### src/rtl/switch_debounce2_if.sv
// Switch-conditioner bundle: raw switch inputs in, debounced levels and
// strobes out.
//   sw_a, sw_b            raw, asynchronous, possibly bouncing switch inputs
//   a, b                  debounced synchronous levels (feed comparator a/b)
//   a_rise/a_fall         one-clock edge strobes for channel A
//   b_rise/b_fall         one-clock edge strobes for channel B
//   upd                   one-clock pulse when either level changed
// The master drives the switches; the slave is the conditioner.
interface switch_debounce2_if;
    logic sw_a;
    logic sw_b;
    logic a;
    logic b;
    logic a_rise;
    logic a_fall;
    logic b_rise;
    logic b_fall;
    logic upd;

    modport master (
        output sw_a, sw_b,
        input  a, b, a_rise, a_fall, b_rise, b_fall, upd
    );

    modport slave (
        input  sw_a, sw_b,
        output a, b, a_rise, a_fall, b_rise, b_fall, upd
    );
endinterface

### src/rtl/switch_debounce2.sv
// Dual-channel switch debouncer that sits ahead of the 1-bit comparator.
// Each channel: 2-flop synchronizer, then a counter that must see the
// synchronized input differ from the debounced level for CNT_MAX consecutive
// clocks before the level flips. Edge strobes and upd are registered and
// coincide with the level change.
// Ports:
//   clk    system clock, rising edge
//   rst_n  asynchronous active-low reset
//   bus    switch_debounce2_if.slave (sw_a/sw_b in; a/b, strobes, upd out)
module switch_debounce2 #(
    parameter int CNT_MAX = 1000000,
    parameter int CW      = $clog2(CNT_MAX + 1)
) (
    input  logic               clk,
    input  logic               rst_n,
    switch_debounce2_if.slave  bus
);
    localparam logic [CW-1:0] CNT_LAST = CW'(CNT_MAX - 1);

    // Index 0 is channel A, index 1 is channel B.
    logic [1:0]         sw_raw;
    logic [1:0]         s1_q;
    logic [1:0]         s2_q;
    logic [1:0]         lvl_q, lvl_d;
    logic [1:0]         rise_q, rise_d;
    logic [1:0]         fall_q, fall_d;
    logic [1:0][CW-1:0] cnt_q, cnt_d;
    logic               upd_q, upd_d;

    assign sw_raw = {bus.sw_b, bus.sw_a};

    always_comb begin
        lvl_d  = lvl_q;
        cnt_d  = '0;
        rise_d = '0;
        fall_d = '0;
        for (int i = 0; i < 2; i++) begin
            // Any sample equal to the current level leaves cnt_d at zero,
            // so a single-cycle glitch restarts the window.
            if (s2_q[i] != lvl_q[i]) begin
                if (cnt_q[i] == CNT_LAST) begin
                    lvl_d[i]  = s2_q[i];
                    rise_d[i] = s2_q[i];
                    fall_d[i] = ~s2_q[i];
                end else begin
                    cnt_d[i] = cnt_q[i] + CW'(1);
                end
            end
        end
        upd_d = |{rise_d, fall_d};
    end

    always_ff @(posedge clk or negedge rst_n) begin
        if (!rst_n) begin
            s1_q   <= '0;
            s2_q   <= '0;
            lvl_q  <= '0;
            cnt_q  <= '0;
            rise_q <= '0;
            fall_q <= '0;
            upd_q  <= 1'b0;
        end else begin
            s1_q   <= sw_raw;
            s2_q   <= s1_q;
            lvl_q  <= lvl_d;
            cnt_q  <= cnt_d;
            rise_q <= rise_d;
            fall_q <= fall_d;
            upd_q  <= upd_d;
        end
    end

    assign bus.a      = lvl_q[0];
    assign bus.b      = lvl_q[1];
    assign bus.a_rise = rise_q[0];
    assign bus.a_fall = fall_q[0];
    assign bus.b_rise = rise_q[1];
    assign bus.b_fall = fall_q[1];
    assign bus.upd    = upd_q;

endmodule

### src/flat_wrapper.sv
// flat-port wrapper written by rule: the top's interface ports become plain ports
module switch_debounce2_flat 
#(
    parameter int CNT_MAX = 1000000,
    parameter int CW      = $clog2(CNT_MAX + 1)
)
  (clk, rst_n, bus_sw_a, bus_sw_b, bus_a, bus_b, bus_a_rise, bus_a_fall, bus_b_rise, bus_b_fall, bus_upd);
  switch_debounce2_if bus_i ();
  input  logic clk;
  input  logic rst_n;
  input wire logic [$bits(bus_i.sw_a)-1:0] bus_sw_a;
  input wire logic [$bits(bus_i.sw_b)-1:0] bus_sw_b;
  output wire logic [$bits(bus_i.a)-1:0] bus_a;
  output wire logic [$bits(bus_i.b)-1:0] bus_b;
  output wire logic [$bits(bus_i.a_rise)-1:0] bus_a_rise;
  output wire logic [$bits(bus_i.a_fall)-1:0] bus_a_fall;
  output wire logic [$bits(bus_i.b_rise)-1:0] bus_b_rise;
  output wire logic [$bits(bus_i.b_fall)-1:0] bus_b_fall;
  output wire logic [$bits(bus_i.upd)-1:0] bus_upd;
  assign bus_i.sw_a = bus_sw_a;
  assign bus_i.sw_b = bus_sw_b;
  assign bus_a = bus_i.a;
  assign bus_b = bus_i.b;
  assign bus_a_rise = bus_i.a_rise;
  assign bus_a_fall = bus_i.a_fall;
  assign bus_b_rise = bus_i.b_rise;
  assign bus_b_fall = bus_i.b_fall;
  assign bus_upd = bus_i.upd;
  switch_debounce2 #(.CNT_MAX(CNT_MAX), .CW(CW)) u_core (.clk(clk), .rst_n(rst_n), .bus(bus_i));
endmodule
### config.mk
export PLATFORM = sky130hd
export DESIGN_NAME = switch_debounce2_flat
export DESIGN_NICKNAME = d
export VERILOG_FILES = /design/src/rtl/switch_debounce2_if.sv /design/src/rtl/switch_debounce2.sv /design/src/flat_wrapper.sv
export SDC_FILE = /design/constraint.sdc
export NUM_CORES = 1
export LEC_CHECK = 0
export ABC_CLOCK_PERIOD_IN_PS = 2750
export BUFFER_PORTS_ARGS = -buffer_cell sky130_fd_sc_hd__buf_4
export CAP_MARGIN = 20
export CORE_MARGIN = 5
export CORE_UTILIZATION = 55
export CTS_CLUSTER_SIZE = 16
export DETAILED_ROUTE_END_ITERATION = 8
export PLACE_DENSITY = 0.79
export SYNTH_ARGS = -nofsm -noshare
export SYNTH_HDL_FRONTEND = slang
export SYNTH_SLANG_ARGS = --single-unit
### constraint.sdc
create_clock -name clk -period 2.75 [get_ports clk]
set_input_delay 0.825 -clock clk [delete_from_list [all_inputs] [get_ports clk]]
set_output_delay 0.825 -clock clk [all_outputs]
set_load 0.02 [all_outputs]
After elaboration in Yosys (flattened, before gate mapping) --
Index checks and enable logic that the tools add are counted.
Operators by class: eq/ne operators 4, muxes and demuxes 12, bitwise gates (word level) 2, add/sub/neg operators 2, reductions and logical operators 3
Operator list (count):
- $mux 20 | 4
- $add 20x1->20 const B | 2
- $eq 20x20->1 const B | 2
- $mux 1 | 8
- $reduce_and 2->1 | 2
- $reduce_or 4->1 | 1
- $ne 1x1->1 | 2
- $not 1->1 | 2
Word-level totals: bits of input ports 4, register bits 51

Longest topological paths before layout --
depth after elaboration 4, depth in mapped cells 6

Least setup slack after synthesis --
OpenSTA, ideal clock, no wires.
kind register to register, start point register u_core.cnt_q[26] (netlist bit), end point register u_core.lvl_q[1], required time 2625 ps, cell stages (with the launch flop) 5, arrival time 1921 ps, setup slack 704 ps, buffers on the path 0, clock period less this slack 2046 ps, cells stage by stage dfrtp_1 or4_1 or4_4 nor2_1 mux2_2
Between the ends: word-level cells in the longest chain between the ends 2
Ends and longest elaborated chain:
- start: declaration | line switch_debounce2.sv:27 | logic [1:0][CW-1:0] cnt_q, cnt_d;
- start signal: assignment | line switch_debounce2.sv:66 | cnt_q <= cnt_d;
- $eq 20x20->1 | line switch_debounce2.sv:41 | if (cnt_q[i] == CNT_LAST) begin
- $reduce_and 2->1 (no source line)
- end signal: assignment | line switch_debounce2.sv:65 | lvl_q <= lvl_d;
- end: declaration | line switch_debounce2.sv:24 | logic [1:0] lvl_q, lvl_d;
No other way between the ends. A chain may end at the register's enable or synchronous reset.

==> results summary <==
The run finished with clean final reports. The pin count of the biggest net entering global routing came out at 52. The flip-flop and latch count after synthesis came out at 51. The cell at the root of the clock tree is sky130_fd_sc_hd__clkbuf_8. In this run, CTS created clock tree buffers numbering 5. The number of global-route vias before repair is 1739. The post-detailed-route wirelength per cell is 14.7 um.

Data on the critical path is required at its endpoint by 2920 ps. The leading cell type in the layout, fill and taps excluded is sky130_fd_sc_hd__dfrtp_1. In this run the most used layer during global routing was met2. The number of detailed-route iterations in the first pass is 4. The number of antenna cells inserted came out at 0. In the layout the commonest cells are sky130_fd_sc_hd__dfrtp_1 (51), sky130_fd_sc_hd__nor2_1 (18), sky130_fd_sc_hd__xor2_1 (14).

The hold buffer count at cts is 0. The final hold violation count came out at 0. Of all nets on the critical path, the largest fanout is 11. The met2 global-route usage came out at 27.1%. IR analysis of the VDD net gives a maximum drop of 422 uV. For the pin with the worst max-slew slack, the measured transition is 618 ps. The net count after synthesis is 238.

The remaining number of nets flagged by the antenna check after routing came out at 0. The x dimension of the die is roughly 76 um. From synthesis to final layout, the design area changed by 8.99%. Counting every sink on the clock net gives 51. The vias per cell came out at 5.88. The leftover overflow at the end of global routing came out at 0. The number of warning messages in the yosys log is 0. In this run the count of I/O pins placed on the die edge is 11. The end-of-flow core utilization came out at just over 60%. The number of nets in the finished design came out at 251. The HPWL after detailed placement came out at 3010 um. The number of buffers inserted by port buffering is 10. The final setup violation count came out at 0. The post-synthesis area per instance is 10.4 um^2.

The clock passes through at most 2 buffers. The routing usage on met3 is 3.43%. STA classifies the critical path startpoint as a register. After clock tree synthesis, the clock-pin slew on the worst setup and hold paths is 90 ps. The worst setup path is of the register to register kind.

The aggregate routed wire length came out at 4360 um. The initial core utilization came out at a little under three fifths. Across the whole layout, storage elements account for 1280 um^2. The final max-slew violation count came to 0. The clock latency on the worst-skew pair is 290 ps. Detailed routing inserted a total of roughly 1700 vias. The share of the cycle needed by the critical path after routing is 83.4%. In this run the register-to-register setup slack is 460 ps. For this run, design rule violations remaining after detail routing come to 0. The data arrival time of the critical path came out at 2470 ps. The met1 track demand over resource came out at 21.4%.

Of all cell types, the one taking the most synthesized area is sky130_fd_sc_hd__dfrtp_1. The share of synthesized area occupied by flip-flops and latches is between 50% and 60%. The power density of the placed cells is around 490 nW/um^2. The placeable core region is 4320 um^2. The share of flip-flops with an asynchronous set or reset came out at 100%.

The number of violations reported at the end of detailed-routing iteration 0 came out at 107. TritonCTS built the clock tree. The peak clock frequency supported by timing is 436 MHz. CTS built an H-tree with a depth of 2. The row count is 24. The cell count after synthesis came out at 232. The static leakage came out at 0.00107 uW.

In the synthesized netlist the dominant register cell turns out to be sky130_fd_sc_hd__dfrtp_1. In the global route stage, overall resource usage came out at between 10% and 20%. The area occupied by multi-input gates is around 1100 um^2.

The total negative slack for setup checks came out at 0 ps. The initial antenna violation count came out at 0. After synthesis, the cell types taking the most area are sky130_fd_sc_hd__dfrtp_1 (53%), sky130_fd_sc_hd__xor2_1 (5.1%), sky130_fd_sc_hd__xnor2_1 (4.0%). The die is 76.3 um tall. The number of fill cells came out at 357. After clock tree synthesis, the repair step resized 0 gates.

At the end of routability-driven placement, the weighted congestion stood at 0.833. The remaining max-slew budget at the tightest pin came out at 58.8%. The proportion of layout cells with a drive suffix above 1 came out at between 10% and 20%. On the final layout, the worst clock skew is 7.76 ps. The critical path capture point type is a register. The count of different cell masters after synthesis is 34. The synthesized design devotes to its leading area cell type a little over half of total area. The class of the tightest hold or removal check is register to register. Setup repair after global routing left no endpoint under its margin. Yosys mapped a number of flops with a built-in enable equal to 0. Counting I/O delays and the setup requirement, the final critical path takes 2290 ps. The area of the die is 5830 um^2. The wire length of the first global-routing pass came out at between 7000 and 8000 um.

The netlist area before placement is 2420 um^2. The post-CTS repair timing setup buffer count is 0. Across the run, the number of max-cap violations was 0.
power by group:
group | internal (uW) | switching (uW)
clock | 267 | 222
combinational | 14.2 | 32.4
sequential | 759 | 10.3
total | 1040 | 265
final timing paths:
kind,cells after the start,start,endpoint
worst min-delay path,0,u_core.s1_q[1],u_core.s2_q[1]
worst max register to register,5,u_core.cnt_q[26],u_core.cnt_q[33]
worst min register to register,0,u_core.s1_q[1],u_core.s2_q[1]
worst max-delay path,5,u_core.cnt_q[26],u_core.cnt_q[33]
max in group asynchronous,1,rst_n,u_core.cnt_q[5]
min in group asynchronous,1,rst_n,u_core.cnt_q[29]
synthesized netlist by cell type (4+ instances only):
cell type and instances:
sky130_fd_sc_hd__a21oi_1 13, sky130_fd_sc_hd__nor2_2 10, sky130_fd_sc_hd__nand3_1 12, sky130_fd_sc_hd__or4_1 11, sky130_fd_sc_hd__nor2_1 18, sky130_fd_sc_hd__clkbuf_1 4
sky130_fd_sc_hd__and3_1 5, sky130_fd_sc_hd__xor2_1 14, sky130_fd_sc_hd__nand4_1 11, sky130_fd_sc_hd__o21ai_0 8, sky130_fd_sc_hd__o31ai_1 5, sky130_fd_sc_hd__nand2_1 13
sky130_fd_sc_hd__or3_1 9, sky130_fd_sc_hd__inv_1 7, sky130_fd_sc_hd__xnor2_1 11, sky130_fd_sc_hd__dfrtp_1 51
critical path, stage by stage (launching register included):
cell and delay [ps]:
sky130_fd_sc_hd__dfrtp_1 430, sky130_fd_sc_hd__or4_1 530, sky130_fd_sc_hd__or4_4 550, sky130_fd_sc_hd__o21ai_4 340
sky130_fd_sc_hd__buf_4 260, sky130_fd_sc_hd__a21oi_1 60
cell families (layout without fill, tap and decap cells):
| logic type | Yosys count | in the layout | share of synthesized area (%) |
|---|---|---|---|
| flops | 51 | 51 | 52.7 |
| xor+xnor | 25 | 25 | 9.04 |
| mux | 2 | 2 | 0.930 |
| simple gates | 110 | 110 | 26.4 |
| fa+ha+maj | 2 | 2 | 1.03 |
| compound gates | 29 | 29 | 7.13 |
| buf+inv | 13 | 26 | 2.74 |
through the flow:
| stage | hold slack, ps | power [uW] | cell area (um^2) | std cells | worst slack (ps) |
|---|---|---|---|---|---|
| 2_1_floorplan | 331 | 808 | 2420 | 232 | 704 |
| 3_3_place_gp | 336 | 831 | 2540 | 290 | 513 |
| 3_5_place_dp | 336 | 833 | 2540 | 290 | 466 |
| 4_1_cts | 369 | 1320 | 2640 | 297 | 458 |
| 5_1_grt | 387 | 1370 | 2640 | 297 | 358 |
| 6_report | 363 | 1300 | 2640 | 297 | 458 |
area by class of cell:
cell class	count	share of cell area (%)
inverter	7	0.996
sequential	51	48.4
clock inverter	1	1.14
tap	52	2.47
multi-input combinational	168	40.9
timing repair buffer	12	3.41
clock buffer	6	2.75
metal layers:
metal  vias up  part of all wire (%)
met5         -                     0
met2        24                    50
met3         6                   3.1
met4         0                   1.4
li1        851                     -
met1       864                    46
registers in the layout (all words and copies together), names as in the netlist:
signal	cells
u_core.lvl_q	2
u_core.s1_q	2
u_core.cnt_q	40
u_core.fall_q	2
u_core.s2_q	2
u_core.rise_q	2
u_core.bus.upd	1
No activity file was read; power rests on OpenSTA's default activity.
